`src/rtl/alarm_set_controller_if.sv`:
```
// Button, counter-flag and counter-enable signals between the debouncers,
// the alarm set controller and the counter bank / display mux.
interface alarm_set_controller_if;
    logic       tick;
    logic       btn_mode;
    logic       btn_next;
    logic       btn_prev;
    logic       btn_up;
    logic       btn_down;
    logic       sec_max;
    logic       min_max;
    logic       sec_en;
    logic       min_en;
    logic       hour_en;
    logic       clk_updown;
    logic       alm_min_en;
    logic       alm_hour_en;
    logic       alm_updown;
    logic [2:0] mode;
    logic       blink;

    // Stimulus side: debouncers, 1 Hz divider and counter flags.
    modport master (
        output tick, btn_mode, btn_next, btn_prev, btn_up, btn_down, sec_max, min_max,
        input  sec_en, min_en, hour_en, clk_updown, alm_min_en, alm_hour_en,
               alm_updown, mode, blink
    );

    // Controller side.
    modport slave (
        input  tick, btn_mode, btn_next, btn_prev, btn_up, btn_down, sec_max, min_max,
        output sec_en, min_en, hour_en, clk_updown, alm_min_en, alm_hour_en,
               alm_updown, mode, blink
    );
endinterface

```
`src/rtl/alarm_set_controller.sv`:
```
// Alarm clock sequencer: 1 Hz enable cascade in normal running, single-step and
// auto-repeat adjust enables for the selected clock/alarm field in set modes.
module alarm_set_controller #(
    parameter int unsigned REPEAT_DELAY  = 50_000_000,
    parameter int unsigned REPEAT_PERIOD = 10_000_000
) (
    input logic                  clk,
    input logic                  rst,
    alarm_set_controller_if.slave bus
);

    localparam int unsigned CNT_MAX = (REPEAT_DELAY > REPEAT_PERIOD) ? REPEAT_DELAY
                                                                     : REPEAT_PERIOD;
    localparam int unsigned CNT_W   = $clog2(CNT_MAX + 1);

    typedef enum logic [2:0] {
        ST_RUN          = 3'd0,
        ST_SET_CLK_MIN  = 3'd1,
        ST_SET_CLK_HOUR = 3'd2,
        ST_SET_ALM_MIN  = 3'd3,
        ST_SET_ALM_HOUR = 3'd4
    } state_t;

    state_t             state_q;
    state_t             state_d;
    logic               state_chg_c;

    // Adjust step generator state
    logic               up_q;
    logic               down_q;
    logic               primed_q;
    logic               armed_q;
    logic               armed_d;
    logic               rep_q;
    logic               rep_d;
    logic [CNT_W-1:0]   cnt_q;
    logic [CNT_W-1:0]   cnt_d;
    logic               one_hot_c;
    logic               held_c;
    logic               edge_c;
    logic               step_c;
    logic               dir_c;

    // Registered outputs and their next values
    logic sec_en_q,      sec_en_d;
    logic min_en_q,      min_en_d;
    logic hour_en_q,     hour_en_d;
    logic clk_updown_q,  clk_updown_d;
    logic alm_min_en_q,  alm_min_en_d;
    logic alm_hour_en_q, alm_hour_en_d;
    logic alm_updown_q,  alm_updown_d;
    logic blink_q,       blink_d;

    // State register
    always_ff @(posedge clk or posedge rst) begin
        if (rst) begin
            state_q <= ST_RUN;
        end else begin
            state_q <= state_d;
        end
    end

    // Next state: btn_mode beats btn_next beats btn_prev
    always_comb begin
        state_d = state_q;
        case (state_q)
            ST_RUN: begin
                if (bus.btn_mode) state_d = ST_SET_CLK_MIN;
            end
            ST_SET_CLK_MIN: begin
                if (bus.btn_mode)      state_d = ST_RUN;
                else if (bus.btn_next) state_d = ST_SET_CLK_HOUR;
                else if (bus.btn_prev) state_d = ST_SET_ALM_HOUR;
            end
            ST_SET_CLK_HOUR: begin
                if (bus.btn_mode)      state_d = ST_RUN;
                else if (bus.btn_next) state_d = ST_SET_ALM_MIN;
                else if (bus.btn_prev) state_d = ST_SET_CLK_MIN;
            end
            ST_SET_ALM_MIN: begin
                if (bus.btn_mode)      state_d = ST_RUN;
                else if (bus.btn_next) state_d = ST_SET_ALM_HOUR;
                else if (bus.btn_prev) state_d = ST_SET_CLK_HOUR;
            end
            ST_SET_ALM_HOUR: begin
                if (bus.btn_mode)      state_d = ST_RUN;
                else if (bus.btn_next) state_d = ST_SET_CLK_MIN;
                else if (bus.btn_prev) state_d = ST_SET_ALM_MIN;
            end
            default: state_d = ST_RUN;
        endcase
    end

    assign state_chg_c = (state_d != state_q);

    // Edge detection; primed_q masks a button already held when reset is released
    always_ff @(posedge clk or posedge rst) begin
        if (rst) begin
            up_q     <= 1'b0;
            down_q   <= 1'b0;
            primed_q <= 1'b0;
            armed_q  <= 1'b0;
            rep_q    <= 1'b0;
            cnt_q    <= '0;
        end else begin
            up_q     <= bus.btn_up;
            down_q   <= bus.btn_down;
            primed_q <= 1'b1;
            armed_q  <= armed_d;
            rep_q    <= rep_d;
            cnt_q    <= cnt_d;
        end
    end

    assign one_hot_c = bus.btn_up ^ bus.btn_down;
    assign held_c    = one_hot_c & ((bus.btn_up & up_q) | (bus.btn_down & down_q));
    assign edge_c    = primed_q & one_hot_c &
                       ((bus.btn_up & ~up_q) | (bus.btn_down & ~down_q));
    assign dir_c     = bus.btn_down;

    // Hold counter: first step on the edge, one after REPEAT_DELAY, then every REPEAT_PERIOD
    always_comb begin
        armed_d = armed_q;
        rep_d   = rep_q;
        cnt_d   = cnt_q;
        step_c  = 1'b0;
        if (state_chg_c || !one_hot_c) begin
            armed_d = 1'b0;
            rep_d   = 1'b0;
            cnt_d   = '0;
        end else if (edge_c) begin
            step_c  = 1'b1;
            armed_d = 1'b1;
            rep_d   = 1'b0;
            cnt_d   = CNT_W'(1);
        end else if (armed_q && held_c) begin
            if ((!rep_q && cnt_q == CNT_W'(REPEAT_DELAY)) ||
                ( rep_q && cnt_q == CNT_W'(REPEAT_PERIOD))) begin
                step_c = 1'b1;
                rep_d  = 1'b1;
                cnt_d  = CNT_W'(1);
            end else if (cnt_q != CNT_W'(CNT_MAX)) begin
                cnt_d = cnt_q + CNT_W'(1);
            end
        end else begin
            armed_d = 1'b0;
            rep_d   = 1'b0;
            cnt_d   = '0;
        end
    end

    // Output decode: tick cascade where the clock runs, step routing by selected field
    always_comb begin
        sec_en_d      = 1'b0;
        min_en_d      = 1'b0;
        hour_en_d     = 1'b0;
        clk_updown_d  = clk_updown_q;
        alm_min_en_d  = 1'b0;
        alm_hour_en_d = 1'b0;
        alm_updown_d  = alm_updown_q;
        blink_d       = blink_q;
        case (state_q)
            ST_SET_CLK_MIN: begin
                min_en_d = step_c;
                if (step_c) clk_updown_d = dir_c;
            end
            ST_SET_CLK_HOUR: begin
                hour_en_d = step_c;
                if (step_c) clk_updown_d = dir_c;
            end
            default: begin
                sec_en_d     = bus.tick;
                min_en_d     = bus.tick & bus.sec_max;
                hour_en_d    = bus.tick & bus.sec_max & bus.min_max;
                clk_updown_d = 1'b0;
                if (state_q == ST_SET_ALM_MIN) begin
                    alm_min_en_d = step_c;
                    if (step_c) alm_updown_d = dir_c;
                end else if (state_q == ST_SET_ALM_HOUR) begin
                    alm_hour_en_d = step_c;
                    if (step_c) alm_updown_d = dir_c;
                end
            end
        endcase
        if (state_d == ST_RUN) begin
            blink_d = 1'b0;
        end else if (state_chg_c) begin
            blink_d = 1'b1;
        end else if (bus.tick) begin
            blink_d = ~blink_q;
        end
    end

    // Output registers
    always_ff @(posedge clk or posedge rst) begin
        if (rst) begin
            sec_en_q      <= 1'b0;
            min_en_q      <= 1'b0;
            hour_en_q     <= 1'b0;
            clk_updown_q  <= 1'b0;
            alm_min_en_q  <= 1'b0;
            alm_hour_en_q <= 1'b0;
            alm_updown_q  <= 1'b0;
            blink_q       <= 1'b0;
        end else begin
            sec_en_q      <= sec_en_d;
            min_en_q      <= min_en_d;
            hour_en_q     <= hour_en_d;
            clk_updown_q  <= clk_updown_d;
            alm_min_en_q  <= alm_min_en_d;
            alm_hour_en_q <= alm_hour_en_d;
            alm_updown_q  <= alm_updown_d;
            blink_q       <= blink_d;
        end
    end

    assign bus.sec_en      = sec_en_q;
    assign bus.min_en      = min_en_q;
    assign bus.hour_en     = hour_en_q;
    assign bus.clk_updown  = clk_updown_q;
    assign bus.alm_min_en  = alm_min_en_q;
    assign bus.alm_hour_en = alm_hour_en_q;
    assign bus.alm_updown  = alm_updown_q;
    assign bus.mode        = state_q;
    assign bus.blink       = blink_q;

endmodule
```
`src/flat_wrapper.sv`:
```
// flat-port wrapper written by rule: the top's interface ports become plain ports
module alarm_set_controller_flat 
#(
    parameter int unsigned REPEAT_DELAY  = 50_000_000,
    parameter int unsigned REPEAT_PERIOD = 10_000_000
)
  (clk, rst, bus_tick, bus_btn_mode, bus_btn_next, bus_btn_prev, bus_btn_up, bus_btn_down, bus_sec_max, bus_min_max, bus_sec_en, bus_min_en, bus_hour_en, bus_clk_updown, bus_alm_min_en, bus_alm_hour_en, bus_alm_updown, bus_mode, bus_blink);
  alarm_set_controller_if bus_i ();
  input logic clk;
  input logic rst;
  input wire logic [$bits(bus_i.tick)-1:0] bus_tick;
  input wire logic [$bits(bus_i.btn_mode)-1:0] bus_btn_mode;
  input wire logic [$bits(bus_i.btn_next)-1:0] bus_btn_next;
  input wire logic [$bits(bus_i.btn_prev)-1:0] bus_btn_prev;
  input wire logic [$bits(bus_i.btn_up)-1:0] bus_btn_up;
  input wire logic [$bits(bus_i.btn_down)-1:0] bus_btn_down;
  input wire logic [$bits(bus_i.sec_max)-1:0] bus_sec_max;
  input wire logic [$bits(bus_i.min_max)-1:0] bus_min_max;
  output wire logic [$bits(bus_i.sec_en)-1:0] bus_sec_en;
  output wire logic [$bits(bus_i.min_en)-1:0] bus_min_en;
  output wire logic [$bits(bus_i.hour_en)-1:0] bus_hour_en;
  output wire logic [$bits(bus_i.clk_updown)-1:0] bus_clk_updown;
  output wire logic [$bits(bus_i.alm_min_en)-1:0] bus_alm_min_en;
  output wire logic [$bits(bus_i.alm_hour_en)-1:0] bus_alm_hour_en;
  output wire logic [$bits(bus_i.alm_updown)-1:0] bus_alm_updown;
  output wire logic [$bits(bus_i.mode)-1:0] bus_mode;
  output wire logic [$bits(bus_i.blink)-1:0] bus_blink;
  assign bus_i.tick = bus_tick;
  assign bus_i.btn_mode = bus_btn_mode;
  assign bus_i.btn_next = bus_btn_next;
  assign bus_i.btn_prev = bus_btn_prev;
  assign bus_i.btn_up = bus_btn_up;
  assign bus_i.btn_down = bus_btn_down;
  assign bus_i.sec_max = bus_sec_max;
  assign bus_i.min_max = bus_min_max;
  assign bus_sec_en = bus_i.sec_en;
  assign bus_min_en = bus_i.min_en;
  assign bus_hour_en = bus_i.hour_en;
  assign bus_clk_updown = bus_i.clk_updown;
  assign bus_alm_min_en = bus_i.alm_min_en;
  assign bus_alm_hour_en = bus_i.alm_hour_en;
  assign bus_alm_updown = bus_i.alm_updown;
  assign bus_mode = bus_i.mode;
  assign bus_blink = bus_i.blink;
  alarm_set_controller #(.REPEAT_DELAY(REPEAT_DELAY), .REPEAT_PERIOD(REPEAT_PERIOD)) u_core (.clk(clk), .rst(rst), .bus(bus_i));
endmodule
```
`config.mk`:
```
export PLATFORM = sky130hd
export DESIGN_NAME = alarm_set_controller_flat
export DESIGN_NICKNAME = d
export VERILOG_FILES = /design/src/rtl/alarm_set_controller_if.sv /design/src/rtl/alarm_set_controller.sv /design/src/flat_wrapper.sv
export SDC_FILE = /design/constraint.sdc
export NUM_CORES = 1
export LEC_CHECK = 0
export CORE_ASPECT_RATIO = 1.1
export CORE_MARGIN = 5
export CORE_UTILIZATION = 45
export CTS_CLUSTER_DIAMETER = 30
export CTS_CLUSTER_SIZE = 40
export DETAILED_ROUTE_END_ITERATION = 10
export DONT_BUFFER_PORTS = 1
export PLACE_DENSITY_LB_ADDON = 0.08
export RECOVER_POWER = 50
export REMOVE_ABC_BUFFERS = 1
export SLEW_MARGIN = 20
export SYNTH_ARGS = -nofsm -noshare
export SYNTH_HDL_FRONTEND = slang
export SYNTH_SLANG_ARGS = --single-unit
export TNS_END_PERCENT = 30
```
`constraint.sdc`:
```
create_clock -name clk -period 2.7 [get_ports clk]
set_input_delay 0.405 -clock clk [delete_from_list [all_inputs] [get_ports clk]]
set_output_delay 0.405 -clock clk [all_outputs]
set_load 0.1 [all_outputs]
```
## Word level (Yosys, flattened, before mapping)

Index checks and enable logic that the tools add are counted.

| cells by class | value |
|---|---|
| multiplexer cells | 46 |
| bitwise gates (word level) | 16 |
| add/subtract/negate cells | 1 |
| reductions and logical operators | 13 |
| eq/ne operators | 12 |

Operators by type and width:

| kind | count |
|---|---|
| 26-bit two-way mux | 5 |
| 3-bit two-way mux | 13 |
| 26-bit by 1-bit adder with 26-bit output (second input constant) | 1 |
| 26-bit by 24-bit == test with 1-bit output (second input constant) | 1 |
| 26-bit == test (second input constant) | 1 |
| 26-bit != test (second input constant) | 1 |
| 1-bit two-way mux | 25 |
| 3-bit case mux with 5 select lines | 1 |
| 1-bit AND | 9 |
| 3-bit by 2-bit == test with 1-bit output (second input constant) | 2 |
| 3-bit logical NOT | 2 |
| 5-bit by 3-bit != test with 1-bit output (second input constant) | 1 |
| 4-bit by 2-bit != test with 1-bit output (second input constant) | 1 |
| 1-bit inverter | 4 |
| 1-bit case mux with 2 select lines | 2 |
| 3-bit by 1-bit == test with 1-bit output (second input constant) | 1 |
| 3-bit == test (second input constant) | 1 |
| 1-bit logical AND | 3 |
| 3-bit by 1-bit != test with 1-bit output (second input constant) | 1 |
| 3-bit != test | 1 |
| 3-bit nonzero test | 1 |
| 1-bit logical NOT | 2 |
| 1-bit logical OR | 2 |
| 2-bit by 1-bit != test with 1-bit output (second input constant) | 1 |
| 5 further kinds | 6 |

| word-level totals | value |
|---|---|
| logic and storage cells | 103 |
| output and inout port bits | 11 |
| flip-flop bits (word level) | 42 |
| input bits | 10 |

## Depth between registers and ports, before layout

Gate-level depths: netlist of the first run.

| depth | value |
|---|---|
| depth in word-level cells | 10 |
| depth in mapped cells | 8 |
| depth with buffers taken out | 8 |

## Worst setup path before layout of the first run

OpenSTA, ideal clock, no wires.

| timing | value |
|---|---|
| kind | reg-to-reg |
| start | reg u_core.state_q[0], in the netlist u_core.bus.mode[0] |
| end | reg u_core.cnt_q[10] |
| data arrival time | 2.415 ns |
| buffers on the path | 2 |
| required time | 2.568 ns |
| stages on the path, launching flop included | 9 |
| setup time | 0.132 ns |
| slack | 0.153 ns |
| period minus slack after synthesis | 2.547 ns |
| cell sequence | dfrtp_1 clkbuf_1 nor2_1 maj3_1 nand2_1 nor2_1 nand2_1 clkbuf_1 nor2_1 |

| on the way | value |
|---|---|
| cells in the longest elaborated chain, start to end | 7 |
| elaborated cells on any way between the ends | 23 |
| classes of those cells | eq/ne (6); mux (15); reduce/logical (2) |

RTL lines:

| item | line | RTL |
|---|---|---|
| start, declared | alarm_set_controller.sv:24 | `state_t state_q;` |
| start signal, assigned | alarm_set_controller.sv:59 | `state_q <= state_d;` |
| 3-bit two-way mux, on equally long branches (3 in a row) | -- |  |
| 3-bit case mux with 5 select lines | alarm_set_controller.sv:66 | `case (state_q)` |
| 3-bit != test (*) | alarm_set_controller.sv:94 | `assign state_chg_c = (state_d != state_q);` |
| 1-bit logical OR (*) | alarm_set_controller.sv:127 | `if (state_chg_c \|\| !one_hot_c) begin` |
| 5-bit by 3-bit != test with 1-bit output (no source line) / 26-bit two-way mux (equally long branches) | -- |  |
| end signal, assigned | alarm_set_controller.sv:111 | `cnt_q <= cnt_d;` |
| end, declared | alarm_set_controller.sv:36 | `logic [CNT_W-1:0] cnt_q;` |

Every way passes the cells marked *; elsewhere a longest branch is shown, timed or not.
A chain may end at the register's enable or synchronous reset.

## Final worst setup path of the first run

| timing | value |
|---|---|
| start | reg u_core.cnt_q[17] |
| end | reg u_core.alm_updown_q, in the netlist u_core.bus.alm_updown |

| on the way | value |
|---|---|
| cells in the longest elaborated chain, start to end | 10 |
| elaborated cells on any way between the ends | 12 |
| classes of those cells | eq/ne (2); mux (7); reduce/logical (3) |

RTL lines:

| item | line | RTL |
|---|---|---|
| 26-bit == test / 26-bit by 24-bit == test with 1-bit output (equally long branches) | alarm_set_controller.sv:137, alarm_set_controller.sv:138 |  |
| 1-bit logical AND, on equally long branches | alarm_set_controller.sv:137, alarm_set_controller.sv:138 |  |
| 1-bit logical OR (*) | alarm_set_controller.sv:137 | `if ((!rep_q && cnt_q == CNT_W'(REPEAT_DELAY)) \|\|` |
| 1-bit two-way mux (*) | alarm_set_controller.sv:137 |  |
| 1-bit two-way mux (*) | alarm_set_controller.sv:136 | `end else if (armed_q && held_c) begin` |
| 1-bit two-way mux (*) | alarm_set_controller.sv:131 | `end else if (edge_c) begin` |
| 1-bit two-way mux (*) | alarm_set_controller.sv:127 |  |
| 1-bit two-way mux (*) | -- |  |
| 1-bit two-way mux | -- |  |
| 1-bit two-way mux (*) | -- |  |
| end signal, assigned | alarm_set_controller.sv:212 | `alm_updown_q <= alm_updown_d;` |
| end, declared | alarm_set_controller.sv:51 | `logic alm_updown_q, alm_updown_d;` |

Every way passes the cells marked *; elsewhere a longest branch is shown, timed or not. The select of a mux whose other input is x is not followed.

==> impl_results.md, run 1 <==
- Commonest non-fill, non-tap cell in the layout: nor2_1
- Share of layout cells above drive strength 1: 0.0868
- PnR worst setup slack: 0.258 ns
- Vias in the first global route: 1,669
- Final setup violation count: 0
- Worst Path Required: 2.89 ns
- Comb power frac: 0.211
- Largest net degree at the start of global routing: 43
- ANT nets after route: 0
- Chip width: 76.3 um
- H-tree depth: 2
- Worst Tran Pin Value: 1.28 ns
- Clock power frac: 0.290
- Class of the worst hold path: primary input to flip-flop
- Worst vdd ir: 0.480 mV
- Register bit total from synthesis: 42
- Area of the mapped netlist: 2180 sq um
- Setup Buffers After CTS: 0
- CTS tree: yes
- Setup TNS: 0 ns
- Final setup skew: 0.00472 ns
- Max_cap viols: 0
- GRT overflow: 0
- DR pass1 iterations: 4
- Cts bufs inserted: 5
- Final net count: 253
- Total wire length: 4530 um
- Die footprint: 6330 sq um
- TritonCTS Sinks: 42
- R2R setup slack: 0.26 ns
- LEAKAGE: 0.915 nW
- Die height: 83.0 um
- CP Class: flip-flop to flip-flop
- Pint: 936 uW
- # resized after CTS: 0
- Ys Warns: 0
- Final Util: 0.506
- Final hold vios: 0
- R2r endpoint: u_core.bus.alm_updown$_DFFE_PP0P_
- Most used flip-flop cell after synthesis: dfrtp_1
- Sw Ratio: 0.353
- FILL cells: 437
- Crit end category: flip-flop
- First-pass GRT wire length: 7940 um
- Pre-CTS WS: 0.288 ns
- Mapped Cells: 233
- Final RePlAce weighted congestion: 0.894
- # DRC: 0
- Core area: 4680 sq um
- WP data arrival: 2.63 ns
- Slew margin rel.: 0.147
- Tot GR Track Use: 0.151
- Clk buf depth: 2
- Overall power: 1.45 mW
- Hold-critical path depth: 0
- Final Max Tran Viols: 0
- Run status: completed
- Power Density: 611 nW/um^2
- Fin Hold WS: 0.133 ns
- Seq pwr share: 0.499
- Synth-to-layout area growth: 8.73%
- Clock-pin slew on the worst setup and hold paths: 0.08 ns
- Worst Path Max Fanout: 5
- EDFF count, synth: 0
- Hold buffers post-CTS: 0
- Syn Area/Cell: 9.35 sq um
- Vias/cell: 5.60
- R2R depth: 6
- DR WL/cell: 15.2 um
- Worst hold endpoint: u_core.down_q$_DFF_PP0_
- Antenna cells: 0
- Min Tclk post-route: 2.44 ns
- Std cell rows: 26
- CTS Root Cell: clkbuf_8
- Sequential area share after synthesis: 0.482
- FFs w/ async S/R, synth: 1.00
- Fin crit share: 0.905
- Netlist cell types: 49
- IO buf count: 0
- Net switching power: 512 uW
- IO Count: 21
- Clock latency on the worst-skew pair: 0.29 ns
- Via Count: 1,669
- Initial core utilization: 0.465
- Most frequent cells in the layout: nor2_1, dfrtp_1, nand2_1
- HP Start: bus_btn_down
- Antenna violations before repair: 0
- Worst setup SP type: flip-flop
- Initial drt markers: 93
- RSZ-0062 raised after global routing: no
- Reg-to-reg startpoint: u_core.cnt_q[17]$_DFFE_PP0P_
- F_max: 409 MHz
- DPL Wire Length: 3380 um
## area by class of cell
cell class / instances / area [sq um] / area share
Inverter: 13 / 48.8 / 0.0206
Clock inverter: 2 / 12.5 / 0.00528
Multi-Input combinational cell: 171 / 1050 / 0.443
Clock buffer: 6 / 82.6 / 0.0349
Timing Repair Buffer: 8 / 53.8 / 0.0227
Sequential cell: 42 / 1050 / 0.444
Tap cell: 56 / 70.1 / 0.0296
## registers in the layout (all words and copies together) (netlist names)
| register | cells |
|---|---|
| u_core.rep_q | 1 |
| u_core.bus.mode | 3 |
| u_core.bus.alm_min_en | 1 |
| u_core.up_q | 1 |
| u_core.armed_q | 1 |
| u_core.cnt_q | 26 |
| u_core.bus.alm_hour_en | 1 |
| u_core.bus.sec_en | 1 |
| u_core.bus.blink | 1 |
| u_core.bus.clk_updown | 1 |
| u_core.bus.alm_updown | 1 |
| u_core.bus.min_en | 1 |
| u_core.down_q | 1 |
| u_core.bus.hour_en | 1 |
| u_core.primed_q | 1 |
## per-layer routing
metal  share of wire  vias to the layer above  global-route usage
li1                -                      814                   -
met1            0.44                      814               0.186
met2            0.50                       30               0.252
met3           0.041                       11              0.0411
met4           0.020                        0              0.0556
met5               0                        -                   0
## how the worst max path moves through the flow
stage	slack (ns)	endpoint	start	cells after the start
final	0.26	u_core.bus.alm_updown$_DFFE_PP0P_	u_core.cnt_q[17]$_DFFE_PP0P_	6
after global routing	0.06	u_core.bus.alm_updown$_DFFE_PP0P_	u_core.cnt_q[17]$_DFFE_PP0P_	6
after CTS	0.28	u_core.bus.min_en$_DFF_PP0_	u_core.cnt_q[17]$_DFFE_PP0P_	5
after detailed placement	0.29	u_core.bus.min_en$_DFF_PP0_	u_core.cnt_q[17]$_DFFE_PP0P_	5
after global placement	0.33	u_core.bus.min_en$_DFF_PP0_	u_core.cnt_q[17]$_DFFE_PP0P_	5
after floorplan	0.16	u_core.cnt_q[10]$_DFFE_PP0P_	u_core.bus.mode[2]$_DFF_PP0_	6
## cells by family after synthesis
| logic type | count (synthesis) | synth area share |
|---|---|---|
| adders and majority gates | 3 | 0.0161 |
| muxes | 1 | 0.00460 |
| AOI/OAI and AO/OA | 29 | 0.0965 |
| DFF | 42 | 0.482 |
| other | 1 | 0.00172 |
| and+or+nand+nor | 108 | 0.246 |
| buffers and inverters | 20 | 0.0356 |
| xor gates and xnor gates | 29 | 0.117 |
## cell usage after synthesis (all sizes together) (3+ instances only)
library cell,count,area [sq um]
a21oi,7,35.0
and3,3,18.8
clkbuf,5,18.8
dfrtp,42,1050
inv,12,45.0
nand2,22,82.6
nand3,9,50.1
nand4,4,25.0
nor2,44,168
nor3,8,51.3
nor4,6,37.5
xnor2,21,184
xor2,8,70.1
## critical path, stage by stage, from the launching register on
cell and delay [ns]:
dfrtp_1 0.44, or4b_2 0.67, nor4_1 0.32, o2111ai_1 0.18, a21oi_1 0.34, a21oi_1 0.12, a221oi_1 0.28
## per-stage QoR
step | instance area, sq um | cells
3_5_place_dp | 2280 | 290
4_1_cts | 2370 | 298
3_3_place_gp | 2280 | 290
5_1_grt | 2370 | 298
2_1_floorplan | 2150 | 226
6_report | 2370 | 298
## power by group through the flow
stage	clock (mW)	combinational, mW	sequential [mW]
4_1_cts	0.433	0.308	0.723
6_report	0.421	0.305	0.722
2_1_floorplan	0	0.120	0.856
3_5_place_dp	0	0.308	0.735
3_3_place_gp	0	0.302	0.734
5_1_grt	0.458	0.327	0.726
Power figures use the tool's default switching activity.
==> run 2, diff against run 1 <==
--- a/config.mk
+++ b/config.mk
@@ -12,10 +12,11 @@
 export CTS_CLUSTER_SIZE = 40
 export DETAILED_ROUTE_END_ITERATION = 10
 export DONT_BUFFER_PORTS = 1
+export HOLD_SLACK_MARGIN = 0.12
 export PLACE_DENSITY_LB_ADDON = 0.08
 export RECOVER_POWER = 50
 export REMOVE_ABC_BUFFERS = 1
-export SLEW_MARGIN = 20
+export SLEW_MARGIN = 10
 export SYNTH_ARGS = -nofsm -noshare
 export SYNTH_HDL_FRONTEND = slang
 export SYNTH_SLANG_ARGS = --single-unit
==> run 2 against run 1 <==
  * Sequential power about the same
  * Non-clock buffer count grew 2
  * Clock power about the same
  * Largest power group unchanged
  * Critical endpoint unchanged
  * Combinational power is essentially flat
  * Sequential cell count unchanged
  * Critical path depth unchanged
  * Register-to-register slack is essentially flat
==> impl_results.md, run 2 (same netlist as run 1, synthesis figures left out) <==
- Worst path most repeated cell: a21oi_1
- GRT overflow: 0
- Die height: 83.0 um
- WP data arrival: 2.64 ns
- Antenna cells: 0
- Largest net degree at the start of global routing: 43
- # DRC: 0
- Chip width: 76.3 um
- Worst Path Max Fanout: 5
- Initial drt markers: 121
- Non-filler cells, final: 300
- Core area: 4680 sq um
- Final Max Tran Viols: 0
- DR WL/cell: 15.1 um
- Final net count: 255
- First-pass GRT wire length: 7940 um
- CTS tree: yes
- Die footprint: 6330 sq um
- Final setup violation count: 0
- Max Used Layer: met4
- Overall power: 1.45 mW
- Most frequent cells in the layout: nor2_1, dfrtp_1, nand2_1
- Final RePlAce weighted congestion: 0.894
- Class of the worst hold path: primary input to flip-flop
- Commonest non-fill, non-tap cell in the layout: nor2_1
- Min Tclk post-route: 2.45 ns
- Worst Path Required: 2.89 ns
- Run status: completed
- Slowest library cell on the worst path: or4b_2
- Clk buf depth: 2
- Synth-to-layout area growth: 9.65%
- Worst Tran Pin Value: 1.28 ns
- Via Count: 1,676
- Crit end category: flip-flop
- Clock latency on the worst-skew pair: 0.29 ns
- Cell Chain, Critical Path: or4b_2, nor4_1, o2111ai_1, a21oi_1, a21oi_1, a221oi_1
- Vias/cell: 5.59
- Critical Path Start: u_core.cnt_q[17]$_DFFE_PP0P_
- CTS Root Cell: clkbuf_8
- Detail Route met3 WL: 181 um
- H-tree depth: 2
- Met1 wire length: 1990 um
- HP Start: bus_btn_mode
- Worst stage delay on the critical path: 0.67 ns
- Max_cap viols: 0
- Tot GR Track Use: 0.151
- DPL Wire Length: 3380 um
- DR pass1 iterations: 4
- Vias in the first global route: 1,669
- F_max: 408 MHz
- Clock-pin slew on the worst setup and hold paths: 0.08 ns
- Max reg flops: 26
- Final hold vios: 0
- Reg-to-reg startpoint: u_core.cnt_q[17]$_DFFE_PP0P_
- Setup TNS: 0 ns
- ANT nets after route: 0
- Antenna violations before repair: 0
- Fin crit share: 0.907
- RSZ-0062 raised after global routing: no
- Initial core utilization: 0.465
- Power Density: 606 nW/um^2
- IO buf count: 0
- LEAKAGE: 0.923 nW
- Final setup skew: 0.00419 ns
- TritonCTS Sinks: 42
- Dpl cells: 290
- Top reg by flops: u_core.cnt_q
- Setup Buffers After CTS: 0
- Worst setup SP type: flip-flop
- Std cell rows: 26
- Worst vdd ir: 0.480 mV
- PnR worst setup slack: 0.250 ns
- Met2 WL post-DR: 2270 um
- Cts bufs inserted: 5
- Total wire length: 4530 um
- CP Class: flip-flop to flip-flop
- IO Count: 21
- Pre-CTS WS: 0.288 ns
- Share of layout cells above drive strength 1: 0.0861
- Slew margin rel.: 0.146
==> run 2: worst max-delay path, delay by kind of cell (launching register included) <==
| kind | cells | cell delay [ns] |
|---|---|---|
| simple gates | 2 | 0.99 |
| flops | 1 | 0.44 |
| compound gates | 4 | 0.92 |
==> run 2: stage by stage <==
| stage | cell area, sq um | util | hold WS, ns |
|---|---|---|---|
| after floorplan | 2150 | - | 0.436 |
| after global placement | 2280 | 0.487 | 0.437 |
| after detailed placement | 2280 | 0.487 | 0.437 |
| after CTS | 2370 | 0.507 | 0.122 |
| after global routing | 2390 | 0.510 | 0.149 |
| final | 2390 | 0.510 | 0.167 |
==> run 2: cell type report <==
class	count	area [sq um]
Clock buffer	6	82.6
Clock inverter	2	12.5
Fill cell	435	2300
Inverter	13	48.8
Multi-Input combinational cell	171	1050
Sequential cell	42	1050
Tap cell	56	70.1
Timing Repair Buffer	10	73.8
==> run 2: path summary, 6_finish.rpt <==
| check | slack (ns) | to | cells past startpoint |
|---|---|---|---|
| max in group asynchronous | 1.75 | u_core.cnt_q[8]$_DFFE_PP0P_ | 2 |
| max | 0.25 | u_core.bus.alm_updown$_DFFE_PP0P_ | 6 |
| max reg2reg | 0.25 | u_core.bus.alm_updown$_DFFE_PP0P_ | 6 |
| min reg2reg | 0.56 | u_core.rep_q$_DFFE_PP0P_ | 2 |
| min | 0.17 | u_core.bus.mode[2]$_DFF_PP0_ | 1 |
| min in group asynchronous | 0.32 | u_core.bus.min_en$_DFF_PP0_ | 2 |
==> run 2: metal layers <==
metal,vias to the layer above,global-route usage
li1,819,-
met1,815,0.186
met2,31,0.252
met3,11,0.0411
met4,0,0.0556
met5,-,0
==> run 2: where the power goes <==
group | switching, mW | internal [mW] | leakage [nW] | total, mW
combinational | 0.227 | 0.0802 | 0.303 | 0.307
sequential | 0.0697 | 0.653 | 0.573 | 0.722
clock | 0.213 | 0.205 | 0.0472 | 0.419
total | 0.510 | 0.938 | 0.923 | 1.45
==> run 2: timing repair <==
item / 4_1_cts / 5_1_grt
endpoints found under the hold margin: 0 / 2
setup endpoints to repair: 0 / 0
hold buffers: 0 / 2
resized for setup: 0 / 0
==> run 3, diff against run 2 <==
--- a/config.mk
+++ b/config.mk
@@ -5,6 +5,7 @@
 export SDC_FILE = /design/constraint.sdc
 export NUM_CORES = 1
 export LEC_CHECK = 0
+export ABC_CLOCK_PERIOD_IN_PS = 2700
 export CORE_ASPECT_RATIO = 1.1
 export CORE_MARGIN = 5
 export CORE_UTILIZATION = 45
@@ -12,8 +13,9 @@
 export CTS_CLUSTER_SIZE = 40
 export DETAILED_ROUTE_END_ITERATION = 10
 export DONT_BUFFER_PORTS = 1
+export GPL_TIMING_DRIVEN = 0
 export HOLD_SLACK_MARGIN = 0.12
-export PLACE_DENSITY_LB_ADDON = 0.08
+export PLACE_DENSITY_LB_ADDON = 0.12
 export RECOVER_POWER = 50
 export REMOVE_ABC_BUFFERS = 1
 export SLEW_MARGIN = 10
==> run 3 against run 2 <==
  * Cell area decreased by 0.94%
  * Register-to-register slack improved by 0.05 ns
  * Non-clock buffer count down 6
  * Routed wire length fell by 5.2%
  * Power down 2.1%
  * Sequential share of layout area grew 0.58 points
  * Die area stayed put
  * Largest power group unchanged
==> impl_results.md, run 3 (same netlist as run 1, synthesis figures left out) <==
- # DRC: 0
- Max_cap viols: 0
- TritonCTS Sinks: 42
- Final setup violation count: 0
- Min Tclk post-route: 2.40 ns
- DR WL/cell: 14.6 um
- Final RePlAce weighted congestion: 0.762
- Max reg flops: 26
- LEAKAGE: 0.902 nW
- Initial drt markers: 67
- Overall power: 1.42 mW
- CP Class: flip-flop to flip-flop
- F_max: 418 MHz
- Crit end category: flip-flop
- Largest net degree at the start of global routing: 31
- DPL Wire Length: 3110 um
- Final hold vios: 0
- Run status: completed
- Initial core utilization: 0.465
- Most frequent cells in the layout: nor2_1, dfrtp_1, nand2_1, xnor2_1, inv_1
- Slew margin rel.: 0.111
- Die footprint: 6330 sq um
- Tot GR Track Use: 0.151
- CTS tree: yes
- Synth-to-layout area growth: 8.62%
- Die height: 83.0 um
- Chip width: 76.3 um
- Dpl cells: 283
- Worst Tran Pin Value: 1.33 ns
- Vias in the first global route: 1,683
- Clk buf depth: 2
- DR pass1 iterations: 4
- Commonest non-fill, non-tap cell in the layout: nor2_1
- Non-filler cells, final: 294
- Design Area, Final: 2370 sq um
- Std cell rows: 26
- Class of the worst hold path: primary input to flip-flop
- Pre-CTS WS: -0.380 ns
- IO Count: 21
- R2R setup slack: 0.30 ns
- Vias/cell: 5.48
- Final Max Tran Viols: 0
- Final setup skew: 0.00453 ns
- WP data arrival: 2.57 ns
- Total wire length: 4300 um
- Worst Path Max Fanout: 5
- PnR worst setup slack: 0.305 ns
- CTS Root Cell: clkbuf_8
- GRT overflow: 0
- Top reg by flops: u_core.cnt_q
- Fin Hold WS: 0.165 ns
- H-tree depth: 2
- First-pass GRT wire length: 7860 um
- Final net count: 249
- Worst vdd ir: 0.402 mV
- Worst setup SP type: flip-flop
- Antenna violations before repair: 0
- Antenna cells: 0
- Placed inst area: 2240 sq um
- IO buf count: 0
- Share of layout cells above drive strength 1: 0.0756
- RSZ-0062 raised after global routing: no
- Fin crit share: 0.887
- Worst Path Required: 2.87 ns
- Power Density: 599 nW/um^2
- Cts bufs inserted: 5
- Core area: 4680 sq um
- Via Count: 1,612
- ANT nets after route: 0
- Clock-pin slew on the worst setup and hold paths: 0.08 ns
- Clock latency on the worst-skew pair: 0.29 ns
-- run 3: changes by cell type in the layout (fill, tap and decap cells not counted) --
cell            change
buf_4               -6
clkbuf_2            -1
clkinvlp_4          -1
dfrtp_1             -3
dfrtp_2             +3
dlygate4sd3_1       +1
dlymetal6s2s_1      +1
nand2_1             -1
nand2_2             +1
nor4_1              -1
nor4_2              +1
-- run 3: worst max-delay path: stages (launching register included) --
cell	delay, ns
dfrtp_1	0.44
nand3_2	0.15
or4_1	0.66
or4_4	0.62
nor3_4	0.20
xnor2_1	0.16
nor2_2	0.04
-- run 3: routing by layer --
| layer | global-route usage | vias up | share of wire |
|---|---|---|---|
| li1 | - | 810 | - |
| met4 | 0.0429 | 0 | 0.012 |
| met5 | 0 | - | 0 |
| met1 | 0.187 | 772 | 0.46 |
| met2 | 0.250 | 24 | 0.49 |
| met3 | 0.0476 | 6 | 0.045 |
-- run 3: area by class of cell --
class	instances	area, sq um
Multi-Input combinational cell	171	1060
Sequential cell	42	1050
Tap cell	56	70.1
Clock buffer	7	86.3
Inverter	13	48.8
Timing Repair Buffer	4	42.5
Fill cell	464	2320
Clock inverter	1	5.00
-- run 3: final timing paths --
path | startpoint | endpoint | cells past startpoint
min in group asynchronous | rst | u_core.bus.clk_updown$_DFFE_PP0P_ | 2
worst min register to register | u_core.rep_q$_DFFE_PP0P_ | u_core.rep_q$_DFFE_PP0P_ | 2
worst min-delay path | bus_btn_mode | u_core.bus.mode[2]$_DFF_PP0_ | 1
worst max-delay path | u_core.cnt_q[2]$_DFFE_PP0P_ | u_core.cnt_q[25]$_DFFE_PP0P_ | 6
worst max register to register | u_core.cnt_q[2]$_DFFE_PP0P_ | u_core.cnt_q[25]$_DFFE_PP0P_ | 6
max in group asynchronous | rst | u_core.bus.mode[1]$_DFF_PP0_ | 3
-- run 3: metrics by stage --
stage | setup TNS [ns] | utilization
detailed placement | -8.84 | 0.478
global route | 0 | 0.505
finish | 0 | 0.505
global placement | -8.13 | 0.474
floorplan | 0 | -
CTS | 0 | 0.501
-- run 3: timing repair --
item                       in CTS  in global routing
hold buffers                    1                  2
setup buffers                   0                  0
setup endpoints to repair      26                 25
hold endpoints to repair       12                  2
gates resized for setup         3                  2
-- run 3: power by group --
part	leakage, nW	internal [mW]	switching (mW)
logic	0.285	0.0647	0.0812
clock network	0.0482	0.206	0.208
registers	0.569	0.651	0.206
total	0.902	0.922	0.495
